<file path="src/rtl/serial_subtractor_pkg.sv">
// Shared types for the bit-serial subtractor: FSM state encoding, default width
// and the signed-overflow rule.
package serial_subtractor_pkg;

   localparam int SUB_WIDTH = 4;

   typedef enum logic [1:0] {
      ST_IDLE  = 2'd0,
      ST_SHIFT = 2'd1,
      ST_DONE  = 2'd2
   } state_e;

   // Overflow only possible when operand signs differ and the result sign leaves the minuend's.
   function automatic logic calc_ovf(input logic a_msb, input logic b_msb, input logic d_msb);
      return (a_msb != b_msb) && (d_msb != a_msb);
   endfunction

endpackage

</file>
<file path="src/rtl/serial_subtractor_if.sv">
// Operand/result handshake bundle for the serial subtractor; master is the
// upstream/downstream side, slave is the subtractor.
interface serial_subtractor_if
   import serial_subtractor_pkg::*;
#(
   parameter int WIDTH = SUB_WIDTH
);

   logic             in_valid;
   logic             in_ready;
   logic [WIDTH-1:0] a;
   logic [WIDTH-1:0] b;
   logic             out_valid;
   logic             out_ready;
   logic [WIDTH-1:0] d;
   logic             ovf;
   logic             bout;

   modport master (
      output in_valid, a, b, out_ready,
      input  in_ready, out_valid, d, ovf, bout
   );

   modport slave (
      input  in_valid, a, b, out_ready,
      output in_ready, out_valid, d, ovf, bout
   );

endinterface

</file>
<file path="src/rtl/full_subtractor_bit.sv">
// One-bit full subtractor cell (x - y - bin); purely combinational, no handshake,
// shared by the serial datapath and the combinational subtractor.
module full_subtractor_bit (
   input  logic x,
   input  logic y,
   input  logic bin,
   output logic diff,
   output logic bout
);

   assign diff = x ^ y ^ bin;
   assign bout = (~x & y) | (~(x ^ y) & bin);

endmodule

</file>
<file path="src/rtl/serial_subtractor.sv">
// Bit-serial a - b, LSB first, one full-subtractor cell; result valid WIDTH cycles after accept.
// Result held in DONE until out_ready; no new operands accepted until the result is taken.
module serial_subtractor
   import serial_subtractor_pkg::*;
#(
   parameter int WIDTH = SUB_WIDTH,
   parameter int CNT_W = 3
) (
   input  logic              clk,
   input  logic              rst_n,
   serial_subtractor_if.slave bus
);

   state_e           r_state;
   state_e           w_state_nxt;
   logic [WIDTH-1:0] r_sa;
   logic [WIDTH-1:0] r_sb;
   logic [WIDTH-1:0] r_res;
   logic [WIDTH-1:0] r_d;
   logic [CNT_W-1:0] r_cnt;
   logic             r_borrow;
   logic             r_a_msb;
   logic             r_b_msb;
   logic             r_ovf;
   logic             r_bout;

   logic             w_accept;
   logic             w_shift;
   logic             w_last;
   logic             w_diff;
   logic             w_bout_bit;
   logic [WIDTH-1:0] w_res_nxt;

   full_subtractor_bit u_fsb (
      .x    (r_sa[0]),
      .y    (r_sb[0]),
      .bin  (r_borrow),
      .diff (w_diff),
      .bout (w_bout_bit)
   );

   assign w_accept  = bus.in_valid && (r_state == ST_IDLE);
   assign w_shift   = (r_state == ST_SHIFT);
   assign w_last    = w_shift && (r_cnt == CNT_W'(WIDTH - 1));
   assign w_res_nxt = {w_diff, r_res[WIDTH-1:1]};

   always_ff @(posedge clk or negedge rst_n) begin
      if (!rst_n) begin
         r_state <= ST_IDLE;
      end else begin
         r_state <= w_state_nxt;
      end
   end

   always_comb begin
      w_state_nxt = r_state;
      case (r_state)
         ST_IDLE:  if (bus.in_valid)  w_state_nxt = ST_SHIFT;
         ST_SHIFT: if (w_last)        w_state_nxt = ST_DONE;
         ST_DONE:  if (bus.out_ready) w_state_nxt = ST_IDLE;
         default:                     w_state_nxt = ST_IDLE;
      endcase
   end

   always_ff @(posedge clk or negedge rst_n) begin
      if (!rst_n) begin
         r_sa     <= '0;
         r_sb     <= '0;
         r_res    <= '0;
         r_d      <= '0;
         r_cnt    <= '0;
         r_borrow <= 1'b0;
         r_a_msb  <= 1'b0;
         r_b_msb  <= 1'b0;
         r_ovf    <= 1'b0;
         r_bout   <= 1'b0;
      end else if (w_accept) begin
         r_sa     <= bus.a;
         r_sb     <= bus.b;
         r_borrow <= 1'b0;
         r_cnt    <= '0;
         r_a_msb  <= bus.a[WIDTH-1];
         r_b_msb  <= bus.b[WIDTH-1];
      end else if (w_shift) begin
         r_sa     <= {1'b0, r_sa[WIDTH-1:1]};
         r_sb     <= {1'b0, r_sb[WIDTH-1:1]};
         r_res    <= w_res_nxt;
         r_borrow <= w_bout_bit;
         r_cnt    <= r_cnt + CNT_W'(1);
         // Output regs load only on the final bit so d/ovf/bout stay put between results.
         if (w_last) begin
            r_d    <= w_res_nxt;
            r_bout <= w_bout_bit;
            r_ovf  <= calc_ovf(r_a_msb, r_b_msb, w_diff);
         end
      end
   end

   assign bus.in_ready  = (r_state == ST_IDLE) && rst_n;
   assign bus.out_valid = (r_state == ST_DONE);
   assign bus.d         = r_d;
   assign bus.ovf       = r_ovf;
   assign bus.bout      = r_bout;

endmodule

</file>
<file path="src/flat_wrapper.sv">
// flat-port wrapper written by rule: the top's interface ports become plain ports
module serial_subtractor_flat import serial_subtractor_pkg::*;
#(
   parameter int WIDTH = SUB_WIDTH,
   parameter int CNT_W = 3
)
  (clk, rst_n, bus_in_valid, bus_a, bus_b, bus_out_ready, bus_in_ready, bus_out_valid, bus_d, bus_ovf, bus_bout);
  serial_subtractor_if #(.WIDTH(WIDTH)) bus_i ();
  input  logic clk;
  input  logic rst_n;
  input wire logic [$bits(bus_i.in_valid)-1:0] bus_in_valid;
  input wire logic [$bits(bus_i.a)-1:0] bus_a;
  input wire logic [$bits(bus_i.b)-1:0] bus_b;
  input wire logic [$bits(bus_i.out_ready)-1:0] bus_out_ready;
  output wire logic [$bits(bus_i.in_ready)-1:0] bus_in_ready;
  output wire logic [$bits(bus_i.out_valid)-1:0] bus_out_valid;
  output wire logic [$bits(bus_i.d)-1:0] bus_d;
  output wire logic [$bits(bus_i.ovf)-1:0] bus_ovf;
  output wire logic [$bits(bus_i.bout)-1:0] bus_bout;
  assign bus_i.in_valid = bus_in_valid;
  assign bus_i.a = bus_a;
  assign bus_i.b = bus_b;
  assign bus_i.out_ready = bus_out_ready;
  assign bus_in_ready = bus_i.in_ready;
  assign bus_out_valid = bus_i.out_valid;
  assign bus_d = bus_i.d;
  assign bus_ovf = bus_i.ovf;
  assign bus_bout = bus_i.bout;
  serial_subtractor #(.WIDTH(WIDTH), .CNT_W(CNT_W)) u_core (.clk(clk), .rst_n(rst_n), .bus(bus_i));
endmodule
</file>
<file path="config.mk">
export PLATFORM = sky130hd
export DESIGN_NAME = serial_subtractor_flat
export DESIGN_NICKNAME = d
export VERILOG_FILES = /design/src/rtl/serial_subtractor_pkg.sv /design/src/rtl/serial_subtractor_if.sv /design/src/rtl/full_subtractor_bit.sv /design/src/rtl/serial_subtractor.sv /design/src/flat_wrapper.sv
export SDC_FILE = /design/constraint.sdc
export NUM_CORES = 1
export LEC_CHECK = 0
export CELL_PAD_IN_SITES_DETAIL_PLACEMENT = 0
export CELL_PAD_IN_SITES_GLOBAL_PLACEMENT = 1
export CORE_MARGIN = 2
export CORE_UTILIZATION = 42
export DETAILED_ROUTE_END_ITERATION = 8
export HOLD_SLACK_MARGIN = 0.05
export PLACE_DENSITY = 0.77
export SYNTH_ARGS = -nofsm -noshare
export SYNTH_HDL_FRONTEND = slang
export SYNTH_SLANG_ARGS = --single-unit
</file>
<file path="constraint.sdc">
create_clock -name clk -period 2.8 [get_ports clk]
set_input_delay 0.56 -clock clk [delete_from_list [all_inputs] [get_ports clk]]
set_output_delay 0.56 -clock clk [all_outputs]
set_load 0.02 [all_outputs]
</file>
==> results.sh <==
export IMPL_outcome="completed"
export IMPL_clk_latency_ns=0.32
export IMPL_antenna_found_initial=0
export IMPL_yosysWarnings=0
export IMPL_fin_crit_ns=2.436
export IMPL_cts_buffers=3
export IMPL_synth_cells=96
export IMPL_postCtsSetupBuffers=0
export IMPL_row_count=18
export IMPL_clock_sinks=25
export IMPL_synth_area_leaders="dfrtp_1 (58%), mux2_2 (9.4%), o21ai_0 (6.5%)"
export IMPL_worstPathMaxFanout=2
export IMPL_crit_start="rst_n"
export IMPL_min_from="u_core.r_borrow"
export IMPL_tns_ns=0
export IMPL_finalCritPeriodShare_pct=86.99
export IMPL_finalPower_w=0.001413
export IMPL_power_leakage_nw=0.5783
export IMPL_drt_total_wl_mm=1.920
export IMPL_seqCellArea_um2=625.6
export IMPL_crit_path_start_kind="primary input"
export IMPL_die_h_um=54.68
export IMPL_synth_nets=111
export IMPL_slew_violations=0
export IMPL_hold_viol_final=0
export IMPL_rsz0062_at_grt="no"
export IMPL_rrSetupSlack_ns=1.29
export IMPL_place_congestion=0.6622
export IMPL_ys_ff_latch=25
export IMPL_drc=0
export IMPL_antenna_cells=0
export IMPL_syn2layout_area_growth_pct=23.67
export IMPL_multi_input_area_um2=409.1
export IMPL_final_common_cell="dfrtp_1"
export IMPL_vdd_drop_max_v=0.0005126
export IMPL_grt_first_pass_wirelength_mm=3.305
export IMPL_fillers=223
export IMPL_dp_hpwl_mm=1.394
export IMPL_r2r_start="u_core.r_cnt[0]"
export IMPL_cp_common_cell="clkdlybuf4s50_1"
export IMPL_maxCapViolCount=0
export IMPL_core_area_um2=2455
export IMPL_cts_tree="yes"
export IMPL_synth_cell_area_um2=1079
export IMPL_ioPinCount=20
export IMPL_setup_violations=0
export IMPL_hold_end="u_core.r_borrow"
export IMPL_initial_core_util_pct=43.93
export IMPL_slowest_stage="clkdlybuf4s50_1"
export IMPL_initialDrtViolationCount=12
export IMPL_ant_nets=0
export IMPL_dr_total_vias=744
export IMPL_die_w_um=54.68
export IMPL_path_cells="clkdlybuf4s50_1 > nor3b_1 > clkdlybuf4s50_1"
export IMPL_overflow=0
export IMPL_cp_top_family="buffers and inverters"
export IMPL_max_slew_margin_rel_pct=64.56
export IMPL_ys_types=20
export IMPL_wl_per_cell_um=13.06
export IMPL_worstReg2RegEnd="u_core.bus.d[3]"
export IMPL_max_freq_ghz=0.4106
export IMPL_cts_clk_slew_worst_paths_ns=0.15
export IMPL_setup_slack_ns=0.3644
export IMPL_critical_path_class="primary input to output port"
export IMPL_synth_top_area_cell="dfrtp_1"
export IMPL_layout_common_cells="dfrtp_1 (25), clkdlybuf4s50_1 (19), nand2_1 (14), o21ai_0 (14), mux2_2 (9)"
export IMPL_clock_path_buffers=2
export IMPL_cpPeakStageDelay_ns=0.63
export IMPL_via_per_inst=5.061
export IMPL_fin_nets=133
export IMPL_ys_seq_area_share_pct=58.00
export IMPL_avgSynthCellArea_um2=11.23
export IMPL_pre_cts_slack_ns=0.3498
export IMPL_holdPathStages=2
export IMPL_worst_endpoint_arrival_ns=1.88
export IMPL_dieArea_um2=2989
export IMPL_grt_pass1_vias=695
export IMPL_hold_path_class="register to register"
export IMPL_worstSetupEndpointType="output port"
export IMPL_drive_gt1_share_pct=13.68
export IMPL_grt_max_degree=26
export IMPL_skew_ns=0.01542
export IMPL_htreeDepth=1
export IMPL_required_ns=2.24
export IMPL_cts_resized=0
export IMPL_hold_buffers=0
export IMPL_path_buf_inv=2
export IMPL_powerDensity_nw_per_um2=1059
export IMPL_cts_root_buffer="clkbuf_4"
export IMPL_gr_usage_all_layers_pct=16.09
export IMPL_first_pass_iters=4
export IMPL_r2r_cells=4
export IMPL_worst_pin_slew_ns=0.5305
export IMPL_synth_top_area_share_pct=58.00
export IMPL_io_buffers=19
-- layout make-up --
type | instances | area share (%)
sequential | 25 | 46.90
tap | 30 | 2.814
multi-input combinational | 60 | 30.68
clock inverter | 1 | 0.5629
clock buffer | 3 | 1.689
inverter | 7 | 1.970
timing repair buffer | 21 | 15.38
-- per-stage QoR --
stage | utilization (%) | hold WS [ns] | cell area, µm² | cells
CTS | 54.33 | 0.5038 | 1334 | 147
global placement | 53.11 | 0.4615 | 1304 | 143
finish | 54.33 | 0.4961 | 1334 | 147
global route | 54.33 | 0.5233 | 1334 | 147
detailed placement | 53.11 | 0.4706 | 1304 | 143
floorplan | - | 0.2644 | 1079 | 96
-- state kept, by name (all words and copies together), names as in the netlist, 2 cells and up --
signal	cells
u_core.r_res	3
u_core.bus.d	4
u_core.r_state	2
u_core.r_sb	4
u_core.r_sa	4
u_core.r_cnt	3
-- kinds of logic (layout without fill, tap and decap cells) --
family	count (synthesis)	in the layout	share of synthesized area (%)
buf+inv	11	32	4.061
flops	25	25	58.00
compound gates	25	25	13.92
fa+ha+maj	3	3	4.176
mux	9	9	9.397
simple gates	23	23	10.44
-- metal layers --
| metal | up-vias | track usage, % | wire, µm |
|---|---|---|---|
| met1 | 358 | 22.57 | 942 |
| met5 | - | 0 | 0 |
| met2 | 10 | 23.61 | 886 |
| met3 | 2 | 2.459 | 62 |
| li1 | 374 | - | - |
| met4 | 0 | 8.750 | 29 |
-- report_power, final --
part	switching (W)	total, W	internal (W)
Combinational	0.000279	0.000590	0.000311
Clock	0.000110	0.000164	0.0000545
Sequential	0.000132	0.000658	0.000526
Total	0.000521	0.00141	0.000892
-- worst max-delay path by stage --
stage                   end  slack, ns  depth (start not counted)
2_1_floorplan  bus_in_ready       1.11                          2
3_3_place_gp   bus_in_ready       0.35                          3
3_5_place_dp   bus_in_ready       0.35                          3
4_1_cts        bus_in_ready       0.33                          3
5_1_grt        bus_in_ready       0.20                          3
6_report       bus_in_ready       0.36                          3
-- synthesized netlist by cell type, drive strengths merged --
library cell / number
dfrtp: 25
nand2b: 2
o21bai: 1
mux2: 9
nand3b: 1
nand2: 14
ha: 2
buf: 2
nor3b: 2
fa: 1
a22oi: 6
o21ai: 14
a21oi: 2
a22o: 1
nor2b: 2
nor2: 1
inv: 7
a2bb2oi: 1
clkbuf: 2
nor3: 1
-- worst register-to-register path, stage by stage (launching register included) --
cell and delay [ns]:
dfrtp_1 0.42, ha_1 0.20, ha_1 0.21, nand3b_2 0.21, mux2_2 0.36
(Power assumes the default switching activity.)
